## config.mk

```make
export PLATFORM = sky130hd
export DESIGN_NAME = game_flow_ctrl_flat
export DESIGN_NICKNAME = d
export VERILOG_FILES = /design/src/rtl/game_flow_ctrl_if.sv /design/src/rtl/game_flow_ctrl.sv /design/src/flat_wrapper.sv
export SDC_FILE = /design/constraint.sdc
export NUM_CORES = 1
export LEC_CHECK = 0
export ABC_AREA = 1
export CORE_UTILIZATION = 50
export CTS_CLUSTER_DIAMETER = 60
export DETAILED_ROUTE_END_ITERATION = 6
export PLACE_DENSITY = 0.71
export SETUP_SLACK_MARGIN = 0.2
export SYNTH_ARGS = -nofsm -noshare
export SYNTH_HDL_FRONTEND = slang
export SYNTH_SLANG_ARGS = --single-unit
```

## constraint.sdc

```tcl
create_clock -name clk -period 19.6 [get_ports clk]
set_input_delay 1.96 -clock clk [delete_from_list [all_inputs] [get_ports clk]]
set_output_delay 1.96 -clock clk [all_outputs]
set_load 0.1 [all_outputs]
```

## src/rtl/game_flow_ctrl_if.sv

```systemverilog
// Handshake bundle between the game sequencer and the sprite/judge/pixel-mux blocks.
`timescale 1ns/1ps
interface game_flow_ctrl_if;
  logic        tick;
  logic        enter;
  logic        pause_key;
  logic        enemy_kill;
  logic        boss_kill;
  logic        player_hit;
  logic [2:0]  state;
  logic        play_en;
  logic        freeze;
  logic        round_rst;
  logic        boss_spawn;
  logic [1:0]  lives;
  logic        invuln;
  logic [15:0] score_bcd;
  logic [15:0] hiscore_bcd;

  modport slave (
    input  tick, enter, pause_key, enemy_kill, boss_kill, player_hit,
    output state, play_en, freeze, round_rst, boss_spawn, lives, invuln,
           score_bcd, hiscore_bcd
  );

  modport master (
    output tick, enter, pause_key, enemy_kill, boss_kill, player_hit,
    input  state, play_en, freeze, round_rst, boss_spawn, lives, invuln,
           score_bcd, hiscore_bcd
  );
endinterface

```

## src/rtl/game_flow_ctrl.sv

```systemverilog
// Game-phase sequencer: phase FSM, lives, saturating BCD score, invulnerability and end-screen hold.
// Optional best-score register enabled by defining GAME_HISCORE_EN.
`timescale 1ns/1ps
module game_flow_ctrl #(
  parameter logic [1:0]  LIVES_INIT   = 2'd3,
  parameter logic [15:0] BOSS_SCORE   = 16'h0020,
  parameter logic [15:0] BOSS_POINTS  = 16'h0050,
  parameter int          INVULN_TICKS = 100,
  parameter int          OVER_HOLD    = 200
) (
  input  logic             clk,
  input  logic             rst,
  game_flow_ctrl_if.slave  bus
);

  localparam int IW = $clog2(INVULN_TICKS + 1);
  localparam int HW = $clog2(OVER_HOLD + 1);
  localparam logic [IW-1:0] INV_LOAD  = IW'(INVULN_TICKS);
  localparam logic [HW-1:0] HOLD_LOAD = HW'(OVER_HOLD);

  localparam logic [2:0] S_IDLE  = 3'd0;
  localparam logic [2:0] S_PLAY  = 3'd1;
  localparam logic [2:0] S_BOSS  = 3'd2;
  localparam logic [2:0] S_PAUSE = 3'd3;
  localparam logic [2:0] S_OVER  = 3'd4;
  localparam logic [2:0] S_WIN   = 3'd5;

  // Digit-wise BCD add; a carry out of the thousands digit pins the result at 9999.
  function automatic logic [15:0] bcd_add(input logic [15:0] a, input logic [15:0] b);
    logic [15:0] sum;
    logic [4:0]  d;
    logic        c;
    sum = '0;
    c   = 1'b0;
    for (int i = 0; i < 4; i++) begin
      d = {1'b0, a[4*i +: 4]} + {1'b0, b[4*i +: 4]} + {4'd0, c};
      if (d > 5'd9) begin
        d = d - 5'd10;
        c = 1'b1;
      end else begin
        c = 1'b0;
      end
      sum[4*i +: 4] = d[3:0];
    end
    return c ? 16'h9999 : sum;
  endfunction

  logic [2:0]    r_state, w_state_nxt;
  logic [2:0]    r_ret, w_ret_nxt;
  logic          r_enter_d, r_pause_d;
  logic [1:0]    r_lives, w_lives_nxt;
  logic [15:0]   r_score, w_score_nxt, w_score_kill;
  logic [IW-1:0] r_inv_cnt, w_inv_nxt;
  logic [HW-1:0] r_hold, w_hold_nxt;
  logic          r_round_rst, r_boss_spawn;
  logic          w_enter_edge, w_pause_edge;
  logic          w_active, w_end, w_hit, w_fatal, w_start, w_enter_end;

  assign w_enter_edge = bus.enter & ~r_enter_d;
  assign w_pause_edge = bus.pause_key & ~r_pause_d;
  assign w_active     = (r_state == S_PLAY) | (r_state == S_BOSS);
  assign w_end        = (r_state == S_OVER) | (r_state == S_WIN);
  assign w_hit        = w_active & bus.player_hit & (r_inv_cnt == '0);
  assign w_fatal      = w_hit & (r_lives <= 2'd1);
  assign w_start      = w_enter_edge & ((r_state == S_IDLE) | (w_end & (r_hold == '0)));
  assign w_enter_end  = ((w_state_nxt == S_OVER) | (w_state_nxt == S_WIN)) & ~w_end;

  // Next-state: a fatal hit outranks everything, a boss kill outranks pause.
  always_comb begin
    w_state_nxt = r_state;
    w_ret_nxt   = r_ret;
    case (r_state)
      S_IDLE: if (w_enter_edge) w_state_nxt = S_PLAY;
      S_PLAY: begin
        if (w_fatal) begin
          w_state_nxt = S_OVER;
        end else if (w_pause_edge) begin
          w_state_nxt = S_PAUSE;
          w_ret_nxt   = S_PLAY;
        end else if (r_score >= BOSS_SCORE) begin
          w_state_nxt = S_BOSS;
        end
      end
      S_BOSS: begin
        if (w_fatal) begin
          w_state_nxt = S_OVER;
        end else if (bus.boss_kill) begin
          w_state_nxt = S_WIN;
        end else if (w_pause_edge) begin
          w_state_nxt = S_PAUSE;
          w_ret_nxt   = S_BOSS;
        end
      end
      S_PAUSE: if (w_pause_edge) w_state_nxt = r_ret;
      S_OVER, S_WIN: if (w_start) w_state_nxt = S_PLAY;
      default: w_state_nxt = S_IDLE;
    endcase
  end

  always_comb begin
    w_score_kill = bus.enemy_kill ? bcd_add(r_score, 16'h0001) : r_score;
    w_score_nxt  = r_score;
    w_lives_nxt  = r_lives;
    w_inv_nxt    = r_inv_cnt;
    w_hold_nxt   = r_hold;

    if (w_start) begin
      w_score_nxt = '0;
    end else if (w_active) begin
      w_score_nxt = (r_state == S_BOSS && bus.boss_kill) ?
                    bcd_add(w_score_kill, BOSS_POINTS) : w_score_kill;
    end

    if (w_start)      w_lives_nxt = LIVES_INIT;
    else if (w_fatal) w_lives_nxt = 2'd0;
    else if (w_hit)   w_lives_nxt = r_lives - 2'd1;

    if (w_start)
      w_inv_nxt = '0;
    else if (w_hit && !w_fatal)
      w_inv_nxt = INV_LOAD;
    else if (bus.tick && r_state != S_PAUSE && r_inv_cnt != '0)
      w_inv_nxt = r_inv_cnt - 1'b1;

    if (w_enter_end)
      w_hold_nxt = HOLD_LOAD;
    else if (w_end && bus.tick && r_hold != '0)
      w_hold_nxt = r_hold - 1'b1;
  end

  always_ff @(posedge clk or posedge rst) begin
    if (rst) begin
      r_state      <= S_IDLE;
      r_ret        <= S_PLAY;
      r_enter_d    <= 1'b0;
      r_pause_d    <= 1'b0;
      r_lives      <= 2'd0;
      r_score      <= '0;
      r_inv_cnt    <= '0;
      r_hold       <= '0;
      r_round_rst  <= 1'b0;
      r_boss_spawn <= 1'b0;
    end else begin
      r_state      <= w_state_nxt;
      r_ret        <= w_ret_nxt;
      r_enter_d    <= bus.enter;
      r_pause_d    <= bus.pause_key;
      r_lives      <= w_lives_nxt;
      r_score      <= w_score_nxt;
      r_inv_cnt    <= w_inv_nxt;
      r_hold       <= w_hold_nxt;
      r_round_rst  <= w_start;
      r_boss_spawn <= (r_state == S_PLAY) & (w_state_nxt == S_BOSS);
    end
  end

`ifdef GAME_HISCORE_EN
  logic [15:0] r_hiscore;

  // Valid BCD orders the same as binary, so a plain magnitude compare suffices.
  always_ff @(posedge clk or posedge rst) begin
    if (rst)
      r_hiscore <= '0;
    else if (w_enter_end && (w_score_nxt > r_hiscore))
      r_hiscore <= w_score_nxt;
  end

  assign bus.hiscore_bcd = r_hiscore;
`else
  assign bus.hiscore_bcd = 16'h0000;
`endif

  always_comb begin
    bus.state      = r_state;
    bus.play_en    = (r_state == S_PLAY) | (r_state == S_BOSS) | (r_state == S_PAUSE);
    bus.freeze     = (r_state == S_PAUSE);
    bus.round_rst  = r_round_rst;
    bus.boss_spawn = r_boss_spawn;
    bus.lives      = r_lives;
    bus.invuln     = (r_inv_cnt != '0);
    bus.score_bcd  = r_score;
  end

endmodule
```

## src/flat_wrapper.sv

```systemverilog
// flat-port wrapper written by rule: the top's interface ports become plain ports
module game_flow_ctrl_flat 
#(
  parameter logic [1:0]  LIVES_INIT   = 2'd3,
  parameter logic [15:0] BOSS_SCORE   = 16'h0020,
  parameter logic [15:0] BOSS_POINTS  = 16'h0050,
  parameter int          INVULN_TICKS = 100,
  parameter int          OVER_HOLD    = 200
)
  (clk, rst, bus_tick, bus_enter, bus_pause_key, bus_enemy_kill, bus_boss_kill, bus_player_hit, bus_state, bus_play_en, bus_freeze, bus_round_rst, bus_boss_spawn, bus_lives, bus_invuln, bus_score_bcd, bus_hiscore_bcd);
  game_flow_ctrl_if bus_i ();
  input  logic clk;
  input  logic rst;
  input wire logic [$bits(bus_i.tick)-1:0] bus_tick;
  input wire logic [$bits(bus_i.enter)-1:0] bus_enter;
  input wire logic [$bits(bus_i.pause_key)-1:0] bus_pause_key;
  input wire logic [$bits(bus_i.enemy_kill)-1:0] bus_enemy_kill;
  input wire logic [$bits(bus_i.boss_kill)-1:0] bus_boss_kill;
  input wire logic [$bits(bus_i.player_hit)-1:0] bus_player_hit;
  output wire logic [$bits(bus_i.state)-1:0] bus_state;
  output wire logic [$bits(bus_i.play_en)-1:0] bus_play_en;
  output wire logic [$bits(bus_i.freeze)-1:0] bus_freeze;
  output wire logic [$bits(bus_i.round_rst)-1:0] bus_round_rst;
  output wire logic [$bits(bus_i.boss_spawn)-1:0] bus_boss_spawn;
  output wire logic [$bits(bus_i.lives)-1:0] bus_lives;
  output wire logic [$bits(bus_i.invuln)-1:0] bus_invuln;
  output wire logic [$bits(bus_i.score_bcd)-1:0] bus_score_bcd;
  output wire logic [$bits(bus_i.hiscore_bcd)-1:0] bus_hiscore_bcd;
  assign bus_i.tick = bus_tick;
  assign bus_i.enter = bus_enter;
  assign bus_i.pause_key = bus_pause_key;
  assign bus_i.enemy_kill = bus_enemy_kill;
  assign bus_i.boss_kill = bus_boss_kill;
  assign bus_i.player_hit = bus_player_hit;
  assign bus_state = bus_i.state;
  assign bus_play_en = bus_i.play_en;
  assign bus_freeze = bus_i.freeze;
  assign bus_round_rst = bus_i.round_rst;
  assign bus_boss_spawn = bus_i.boss_spawn;
  assign bus_lives = bus_i.lives;
  assign bus_invuln = bus_i.invuln;
  assign bus_score_bcd = bus_i.score_bcd;
  assign bus_hiscore_bcd = bus_i.hiscore_bcd;
  game_flow_ctrl #(.LIVES_INIT(LIVES_INIT), .BOSS_SCORE(BOSS_SCORE), .BOSS_POINTS(BOSS_POINTS), .INVULN_TICKS(INVULN_TICKS), .OVER_HOLD(OVER_HOLD)) u_core (.clk(clk), .rst(rst), .bus(bus_i));
endmodule
```

==> results.cfg <==
[run_status]
status = finished clean

[floorplan]
fp.dieArea_sq_um = 7250
die_width_um = 85.2
starting_density_of_the_core = 0.532
dieHeight_um = 85.2
placeableCoreArea_sq_um = 6490
floorplan.rows = 29
number_of_primary_i_o_pins = 50

[finish]
diode_count = 0
area.growth.synth_to_final_pct = 12.1
multi_input_comb_area_sq_um = 2000
final_net_count = 564
fillCellCount = 612
final_layout_size_suffix_gt1_frac = 0.0655
regArea_sq_um = 1050

[min_path]
hold_start = u_core.r_ret[1]$_DFFE_PP0P_
hold-path-cell-count = 2
whs_endpoint = u_core.r_ret[1]$_DFFE_PP0P_
hold_path.class = reg2reg

[yosys]
seq_area_frac_synth = 0.304
synth_cells = 500
synth_ff_type = dfrtp_1
synthTopCellsByCount = nand2_1, inv_1, nand3_1, dfrtp_1, o21ai_0
post-synth-top-count-cell = nand2_1
synthDistinctLibCells = 45
syn_avg_cell_area_sq_um = 6.92
synth_async_sr_flop_share = 1.00
synth_area_sq_um = 3460
synthDominantCellAreaShare = 0.297
cell_taking_the_most_area_after_synthesis = dfrtp_1
synth-edff-count = 0
synth.area.top_cells = dfrtp_1, nand2_1, nand3_1
synthesis.yosys.warnings = 0
synth-seq-cells = 42

[setup_path]
worst-r2r-setup-slack_ps = 10730
crit_path_frequent_cell = ha_1
timing.critical_path.slowest_cell_delay_ps = 460
critical-path-slowest-cell = dfrtp_1
critPathTopFamily = adder cells
worstRegToRegCells = 60
data_required_critical_path_ps = 19740
timing_worst_setup_path_type = reg2reg
critPathCaptureType = flop
r2r-start = u_core.bus.score_bcd[0]$_DFFE_PP0P_
critical_path.max_fanout = 9
critPathBufInv = 12
critPathLaunchType = flop
rr_endpoint = u_core.bus.score_bcd[0]$_DFFE_PP0P_
worstPathArrival_ps = 9010

[global_route]
wire_length_of_the_first_global_routing_pass_um = 13600
grt.total_usage = 0.231
grt-ovfl-total = 0
met3_usage = 0.0331
groute.layer.met2.usage = 0.373
met1_resource_use_gr = 0.326
busiest_layer = met2
number_of_antenna_violations_at_the_first_check_in_global_routing = 0
grt_start_max_net_pins = 43
number_of_global_route_vias_before_repair = 3027

[routing]
detail_route.first_pass.iterations = 4
finalWirelength_um = 7990
vias_per_cell = 5.32
drc_errors = 0
wl_per_cell_um = 13.1
route.antenna.remaining_nets = 0
detail_route.iter0.violations = 198
routed-via-count = 3250

[clocking]
cts_max_level = 2
cts_buf_count = 5
max-clock-path-buffers = 2
cts_tree = built
ctsHoldBuffers = 0
post_cts_buffers = 0
clk_pin_slew_worst_paths_ps = 80
clockRootBuffer = clkbuf_8
clock-sinks = 42
clkLatencyLatePin_ps = 290
cts_resized = 0

[timing]
final.period_utilization = 0.453
timing_hold_violations_final = 0
final.setup.tns_ps = 0
timing.max_slew.rel_slack = 0.342
slew_at_the_pin_closest_to_its_max_slew_limit_ps = 985
final-setup-viol-count = 0
fmax_ghz = 0.113
fin_crit_ps = 8870
unrepaired_setup_endpoints_after_global_routing = no
skew_ps = 11.3
timing.final.max_slew_violations = 0

[placement]
post-dp-hpwl_um = 6110
placement.io_buffers = 33
place_congestion = 0.868

[flow_run]
max_cap_violations = 0
[flip-flops by register name (all words and copies together), names as in the netlist, 2 cells and up]
signal                flops
u_core.r_ret              2
u_core.bus.score_bcd     16
u_core.r_inv_cnt          7
u_core.bus.lives          2
u_core.r_hold             8
u_core.bus.state          3
[cells by family after synthesis]
group	synth area share
simple gates	0.335
buf+inv	0.133
compound gates	0.114
flops	0.304
fa+ha+maj	0.0832
xor+xnor	0.0297
other cells	0.00108
[worst min-delay path, stage by stage (launching register included)]
cell and delay, ps:
dfrtp_1 340, nand2_1 50, o21ai_0 60
[through the flow]
step	setup WS, ps	instances	hold WS [ps]	utilization	cell area [sq um]
final	10730	611	491	0.597	3880
after global routing	9960	611	505	0.597	3880
after CTS	10840	611	498	0.597	3880
after detailed placement	10900	603	479	0.584	3790
after global placement	11090	603	472	0.584	3790
after floorplan	11280	515	448	-	3510
[cells in the final DEF (no fill, tap or decap), types with 2 or more instances in the layout]
cell type	Yosys	layout
nand3_1	59	59
o21ai_2	2	2
nor4_1	4	4
nand2_2	8	8
or2_2	3	3
xnor2_2	2	2
nor3_1	10	10
o21ai_1	3	3
xor2_1	7	7
nand4_1	8	8
clkbuf_1	3	2
nand3b_1	3	3
clkbuf_8	0	5
clkdlybuf4s50_1	0	33
o21ai_0	32	32
inv_1	77	77
dfrtp_1	41	41
nand2_4	2	2
nand2_1	127	127
nand3_2	2	2
a21oi_1	14	14
o22ai_1	6	6
nor2_1	19	19
nor2_4	2	2
inv_2	3	3
ha_1	23	23
conb_1	1	16
o211ai_1	3	3
[final cells by class]
cell class,count,share of cell area
Multi-Input combinational cell,369,0.516
Sequential cell,42,0.271
Timing Repair Buffer,34,0.0872
Inverter,81,0.0784
Tap cell,77,0.0249
Clock buffer,7,0.0197
Clock inverter,1,0.00194
[routing by layer]
| layer | vias to the layer above | wire (um) |
|---|---|---|
| met5 | - | 0 |
| met4 | 0 | 72 |
| met3 | 8 | 366 |
| met2 | 72 | 3660 |
| met1 | 1498 | 3880 |
| li1 | 1672 | - |
[worst max path at each step]
| stage | startpoint | end | slack (ps) | cells past startpoint |
|---|---|---|---|---|
| 2_1_floorplan | u_core.bus.score_bcd[0]$_DFFE_PP0P_ | u_core.bus.score_bcd[0]$_DFFE_PP0P_ | 11280 | 60 |
| 3_3_place_gp | u_core.bus.score_bcd[0]$_DFFE_PP0P_ | u_core.bus.score_bcd[0]$_DFFE_PP0P_ | 11090 | 60 |
| 6_report | u_core.bus.score_bcd[0]$_DFFE_PP0P_ | u_core.bus.score_bcd[0]$_DFFE_PP0P_ | 10730 | 60 |
| 5_1_grt | u_core.bus.score_bcd[0]$_DFFE_PP0P_ | u_core.bus.score_bcd[0]$_DFFE_PP0P_ | 9960 | 63 |
| 3_5_place_dp | u_core.bus.score_bcd[0]$_DFFE_PP0P_ | u_core.bus.score_bcd[7]$_DFFE_PP0P_ | 10900 | 59 |
| 4_1_cts | u_core.bus.score_bcd[0]$_DFFE_PP0P_ | u_core.bus.score_bcd[0]$_DFFE_PP0P_ | 10840 | 59 |
Power is not shown: default switching activity piles up to over one toggle a cycle in this logic, so the estimate is an artifact.
